### config.mk
export PLATFORM = sky130hd
export DESIGN_NAME = hazard_ctrl
export DESIGN_NICKNAME = d
export VERILOG_FILES = /design/src/rtl/hazard_ctrl_pkg.sv /design/src/rtl/hazard_fwd_sel.sv /design/src/rtl/hazard_ctrl.sv
export SDC_FILE = /design/constraint.sdc
export NUM_CORES = 1
export LEC_CHECK = 0
export BUFFER_PORTS_ARGS = -buffer_cell sky130_fd_sc_hd__buf_2
export CAP_MARGIN = 20
export CORE_MARGIN = 3
export CORE_UTILIZATION = 35
export CTS_CLUSTER_SIZE = 16
export DETAILED_ROUTE_END_ITERATION = 12
export GPL_TIMING_DRIVEN = 0
export HOLD_SLACK_MARGIN = 0.06
export SYNTH_ARGS = -nofsm -noshare
export SYNTH_HDL_FRONTEND = slang
export SYNTH_SLANG_ARGS = --single-unit
### constraint.sdc
create_clock -name clk -period 3.5 [get_ports clk]
set_input_delay 0.175 -clock clk [delete_from_list [all_inputs] [get_ports clk]]
set_output_delay 0.175 -clock clk [all_outputs]
set_load 0.02 [all_outputs]
### src/rtl/hazard_ctrl_pkg.sv
// ============================================================================
// hazard_ctrl_pkg : shared types and helpers for the hazard controller
// Revision: 1.0
// ============================================================================
`default_nettype none

package hazard_ctrl_pkg;

  typedef enum logic [0:0] {
    RUN        = 1'b0,
    LOAD_STALL = 1'b1
  } hz_state_e;

  localparam int FWD_SEL_RF = 0;

  // Select width covers code 0 (register file) plus one code per stage.
  function automatic int sel_width(input int num_stages);
    return (num_stages < 1) ? 1 : $clog2(num_stages + 1);
  endfunction

endpackage

`default_nettype wire

### src/rtl/hazard_fwd_sel.sv
// ============================================================================
// hazard_fwd_sel : priority comparator picking the nearest writeback stage
// Revision: 1.0
// ============================================================================
`default_nettype none

module hazard_fwd_sel
  import hazard_ctrl_pkg::*;
#(
  parameter int REG_ADDR_W     = 5,
  parameter int NUM_FWD_STAGES = 2,
  parameter int SEL_W          = 2
) (
  input  logic [REG_ADDR_W-1:0]                src_addr,
  input  logic [NUM_FWD_STAGES*REG_ADDR_W-1:0] fwd_rd,
  input  logic [NUM_FWD_STAGES-1:0]            fwd_wr,
  output logic [SEL_W-1:0]                     sel
);

  logic [NUM_FWD_STAGES-1:0] hit;

  for (genvar k = 0; k < NUM_FWD_STAGES; k++) begin : g_match
    assign hit[k] = fwd_wr[k]
                 && (fwd_rd[k*REG_ADDR_W +: REG_ADDR_W] != '0)
                 && (fwd_rd[k*REG_ADDR_W +: REG_ADDR_W] == src_addr);
  end

  // Walk from farthest to nearest so the nearest matching stage overrides.
  always_comb begin
    sel = SEL_W'(FWD_SEL_RF);
    for (int k = NUM_FWD_STAGES - 1; k >= 0; k--) begin
      if (hit[k]) sel = SEL_W'(k + 1);
    end
  end

endmodule

`default_nettype wire

### src/rtl/hazard_ctrl.sv
// ============================================================================
// hazard_ctrl : operand forwarding, load-use / memory interlock, dmem freeze,
//               jump flush and stall/bubble performance counters
// Revision: 1.0
// ============================================================================
`default_nettype none

module hazard_ctrl
  import hazard_ctrl_pkg::*;
#(
  parameter int REG_ADDR_W       = 5,
  parameter int NUM_FWD_STAGES   = 2,
  parameter int LOAD_USE_BUBBLES = 1,
  parameter bit MEM_B2B_STALL    = 1'b1,
  parameter int CNT_W            = 16
) (
  input  logic                                 clk,
  input  logic                                 n_reset,
  input  logic [REG_ADDR_W-1:0]                id_rs_addr,
  input  logic [REG_ADDR_W-1:0]                id_rd_addr,
  input  logic                                 id_uses_rs,
  input  logic                                 id_uses_rd,
  input  logic                                 id_is_mem,
  input  logic [REG_ADDR_W-1:0]                ex_rs_addr,
  input  logic [REG_ADDR_W-1:0]                ex_rd_addr,
  input  logic                                 ex_writes_rf,
  input  logic                                 ex_is_load,
  input  logic                                 ex_is_mem,
  input  logic [NUM_FWD_STAGES*REG_ADDR_W-1:0] fwd_rd,
  input  logic [NUM_FWD_STAGES-1:0]            fwd_wr,
  input  logic                                 jump_now,
  input  logic                                 dmem_busy,
  input  logic                                 clear_counters,
  output logic [sel_width(NUM_FWD_STAGES)-1:0] forward_a,
  output logic [sel_width(NUM_FWD_STAGES)-1:0] forward_b,
  output logic                                 stall_fd,
  output logic                                 bubble_dx,
  output logic                                 freeze_all,
  output logic                                 flush_fd,
  output logic [CNT_W-1:0]                     stall_cycles,
  output logic [CNT_W-1:0]                     bubble_count
);

  localparam int SEL_W = sel_width(NUM_FWD_STAGES);

  hz_state_e        state_q, state_d;
  logic [2:0]       rem_q, rem_d;
  logic [CNT_W-1:0] stall_cycles_q, stall_cycles_d;
  logic [CNT_W-1:0] bubble_count_q, bubble_count_d;

  logic hazard_lu;
  logic hazard_mm;
  logic stall_raw, bubble_raw, freeze_raw, flush_raw;

  hazard_fwd_sel #(
    .REG_ADDR_W     (REG_ADDR_W),
    .NUM_FWD_STAGES (NUM_FWD_STAGES),
    .SEL_W          (SEL_W)
  ) u_fwd_a (
    .src_addr (ex_rs_addr),
    .fwd_rd   (fwd_rd),
    .fwd_wr   (fwd_wr),
    .sel      (forward_a)
  );

  hazard_fwd_sel #(
    .REG_ADDR_W     (REG_ADDR_W),
    .NUM_FWD_STAGES (NUM_FWD_STAGES),
    .SEL_W          (SEL_W)
  ) u_fwd_b (
    .src_addr (ex_rd_addr),
    .fwd_rd   (fwd_rd),
    .fwd_wr   (fwd_wr),
    .sel      (forward_b)
  );

  assign hazard_lu = ex_is_load && ex_writes_rf && (ex_rd_addr != '0)
                  && ((id_uses_rs && (id_rs_addr == ex_rd_addr))
                   || (id_uses_rd && (id_rd_addr == ex_rd_addr)));

  assign hazard_mm = MEM_B2B_STALL && ex_is_mem && id_is_mem;

  // Priority: dmem freeze, then jump, then interlock.
  always_comb begin
    state_d    = state_q;
    rem_d      = rem_q;
    stall_raw  = 1'b0;
    bubble_raw = 1'b0;
    freeze_raw = 1'b0;
    flush_raw  = 1'b0;
    if (dmem_busy) begin
      freeze_raw = 1'b1;
    end else begin
      case (state_q)
        RUN: begin
          if (jump_now) begin
            flush_raw = 1'b1;
          end else if (hazard_lu || hazard_mm) begin
            stall_raw  = 1'b1;
            bubble_raw = 1'b1;
            if (hazard_lu && (LOAD_USE_BUBBLES > 1)) begin
              state_d = LOAD_STALL;
              rem_d   = 3'(LOAD_USE_BUBBLES - 1);
            end
          end
        end
        LOAD_STALL: begin
          if (jump_now) begin
            flush_raw = 1'b1;
            state_d   = RUN;
            rem_d     = 3'd0;
          end else begin
            stall_raw  = 1'b1;
            bubble_raw = 1'b1;
            rem_d      = rem_q - 3'd1;
            if (rem_q == 3'd1) state_d = RUN;
          end
        end
        default: begin
          state_d = RUN;
          rem_d   = 3'd0;
        end
      endcase
    end
  end

  // Control outputs are held low asynchronously while reset is asserted.
  assign stall_fd   = stall_raw  && n_reset;
  assign bubble_dx  = bubble_raw && n_reset;
  assign freeze_all = freeze_raw && n_reset;
  assign flush_fd   = flush_raw  && n_reset;

  always_comb begin
    stall_cycles_d = stall_cycles_q;
    bubble_count_d = bubble_count_q;
    if (clear_counters) begin
      stall_cycles_d = '0;
      bubble_count_d = '0;
    end else begin
      if ((stall_fd || freeze_all) && !(&stall_cycles_q))
        stall_cycles_d = stall_cycles_q + CNT_W'(1);
      if (bubble_dx && !(&bubble_count_q))
        bubble_count_d = bubble_count_q + CNT_W'(1);
    end
  end

  always_ff @(posedge clk or negedge n_reset) begin
    if (!n_reset) begin
      state_q        <= RUN;
      rem_q          <= 3'd0;
      stall_cycles_q <= '0;
      bubble_count_q <= '0;
    end else begin
      state_q        <= state_d;
      rem_q          <= rem_d;
      stall_cycles_q <= stall_cycles_d;
      bubble_count_q <= bubble_count_d;
    end
  end

  assign stall_cycles = stall_cycles_q;
  assign bubble_count = bubble_count_q;

endmodule

`default_nettype wire
==> reports/qor.txt <==
status: completed
DIE AREA: 7990 um2
critical path class: input port to register
Post-synth EDFFs: 0
CTS tree: yes
Total Routing Usage GR: 17.0%
FF+latch count, synth: 36
Worst Setup SP: n_reset
Area Growth Syn to Fin: 23.9%
drt drc: 0
Max Slew Vio Count: 0
commonest non-fill, non-tap cell in the layout: buf_2
Clock Path Buffers: 2
Top Metal Used: met4
CP max-delay cell: buf_2
max-cap violations: 0
wire per inst: 15.1 um
routed wire length: 6600 um
Min-Delay Path Class: input port to register
Post-synth ARST share: 100%
Initial Util: 37.3%
Clk Latency, worst-skew pair: 290 ps
Antenna Violating Nets Remaining: 0
grt ovf: 0
Period minus WS final: 2830 ps
CP peak stage delay: 690 ps
worst slew pin tran: 890 ps
fin crit share: 80.9%
clk_skew: 6.30 ps
Layout Utilization: 46.2%
IO buf count: 77
Layout Nets: 407
Pre-antenna DRT Iters: 4
WL met2: 3250 um
met3 wire length: 347 um
critical path endpoint category: register
Worst-path clk slew: 80 ps
FP Rows: 29
vias per cell: 5.46
RSZ-0062 raised after global routing: false
endpoints failing hold: 0
cell chosen for the clock root: clkbuf_8
initial antenna violation count: 0
core footprint: 6530 um2
CP arrival: 3040 ps
Die X: 89.4 um
maximum clock rate: 353 MHz
Synth Warn #: 0
antenna cell count: 0
Max-slew headroom: 40.7%
Leak: 1.36 nW
ratio of cells with drive above 1 in the final layout: 28.5%
vias in the first global route: 2334
CP Max Fanout: 41
pwr dens: 285 nW/um2
# IOs: 83
peak supply drop: 172 uV
Mapped Cells: 275
largest net degree at the start of global routing: 42
first-pass GRT wire length: 10600 um
GP Congestion: 0.799
# setup viols final: 0
Syn Nets: 322
Yosys cell types: 47
sequential cell area fraction in the yosys report: 37.0%
Hold Path Origin: jump_now
Post-Syn Area: 2430 um2
WL met1: 2910 um
Sink Count: 36
most frequent cells in the layout: buf_2, dfrtp_1, a21oi_1
crit path cell chain: dlygate4sd3_1, buf_2, or3b_4, a2bb2oi_1, nor2_1, a21oi_2, buf_6, or4b_1, a21oi_1
via count: 2392
FF-to-FF Start: stall_cycles[3]
Die Y: 89.4 um
H-Tree Depth: 2
Critical Path RT: 3710 ps
CP delay by family, top: buffers and inverters
CP bufs+invs: 3
Post-Route Setup TNS: 0 ps
Inserted Clock Buffers: 5
syn avg cell area: 8.85 um2
Startpoint Class: input port
setup bufs post-CTS: 0
Synth Flop Type: dfrtp_1
HPWL Detailed: 5030 um
DRT iter0 DRCs: 97
==> final timing paths <==
path / end / slack, ps / cells after the start
min in group asynchronous: bubble_count[0] / 550 / 2
hold / removal: rem_q[1] / 170 / 2
max in group asynchronous: bubble_count[15] / 2390 / 2
hold reg to reg: rem_q[1] / 500 / 2
setup / recovery: stall_cycles[9] / 670 / 9
setup reg to reg: stall_cycles[1] / 1170 / 8
==> per-layer routing <==
layer / vias to the layer above / global-route usage, %
li1: 1173 / -
met5: - / 0
met3: 8 / 2.95
met4: 0 / 5.95
met1: 1145 / 21.1
met2: 66 / 29.7
==> area by class of cell <==
type / count / area (um2)
Clock buffer: 8 / 90.1
Sequential cell: 36 / 901
Timing Repair Buffer: 78 / 395
Inverter: 9 / 33.8
Multi-Input combinational cell: 216 / 1410
Fill cell: 673 / 3520
Tap cell: 77 / 96.3
Buffer: 14 / 86.3
==> cell families after synthesis <==
family / count (synthesis) / synth area share (%)
xor+xnor: 34 / 12.2
buf+inv: 23 / 4.94
compound gates: 63 / 15.6
mux: 3 / 1.29
fa+ha+maj: 4 / 2.06
flops: 36 / 37.0
simple gates: 112 / 26.9
==> state kept, by name (all words and copies together) (netlist names) <==
signal / cells
bubble_count: 16
rem_q: 3
stall_cycles: 16
state_q: 1
==> worst reg2reg max path, cell delays in order, from the launching register on <==
cell     delay [ps]
dfrtp_1         420
nand4_1         310
nor4_1          600
nor2_1          120
a21oi_2         190
buf_6           160
buf_6           150
mux2i_1         200
nor2_1           50
==> where the power goes <==
part           switching (W)  total, W  internal, W
sequential        0.00000297  0.000421     0.000418
clock               0.000151  0.000311     0.000161
combinational      0.0000743  0.000128    0.0000540
==> metrics by stage <==
step | setup WS [ps] | instances | total power [W] | hold slack, ps | cell area, um2
floorplan | 1420 | 275 | 0.000498 | -121 | 2430
finish | 670 | 438 | 0.000860 | 171 | 3020
global route | 397 | 438 | 0.000900 | 187 | 3020
global placement | 843 | 429 | 0.000555 | 352 | 2920
CTS | 593 | 438 | 0.000868 | 173 | 3020
detailed placement | 843 | 429 | 0.000557 | 358 | 2920
==> what timing repair did <==
item                                   CTS  global route
gates resized for setup                  0             0
hold buffers                             1             0
endpoints found under the hold margin   36             0
==> synth_stat cells (2+ instances only) <==
cell type  number  share of area [%]
inv_1           9                1.4
nor3_1          3               0.62
o21ai_1         6                1.2
or4_1          15                4.6
nand3_1        11                2.3
or4b_1          2               0.82
or3_1          13                3.3
clkbuf_1        4               0.62
buf_6           3                1.4
ha_1            4                2.1
and3_1          3               0.77
nor2b_1         4                1.0
buf_2           6                1.2
a21oi_1        25                5.1
nand2_1        17                2.6
o21a_1          2               0.62
mux2i_1         2               0.82
nand2b_1        2               0.51
o31ai_1         8                2.5
nor4_1          5                1.3
xor2_1         17                6.1
nor2_1         16                2.5
o41ai_1         2               0.72
xnor2_1        17                6.1
o21ai_0        12                2.5
nand4_1        11                2.8
dfrtp_1        36                 37
Power figures use the tool's default switching activity.
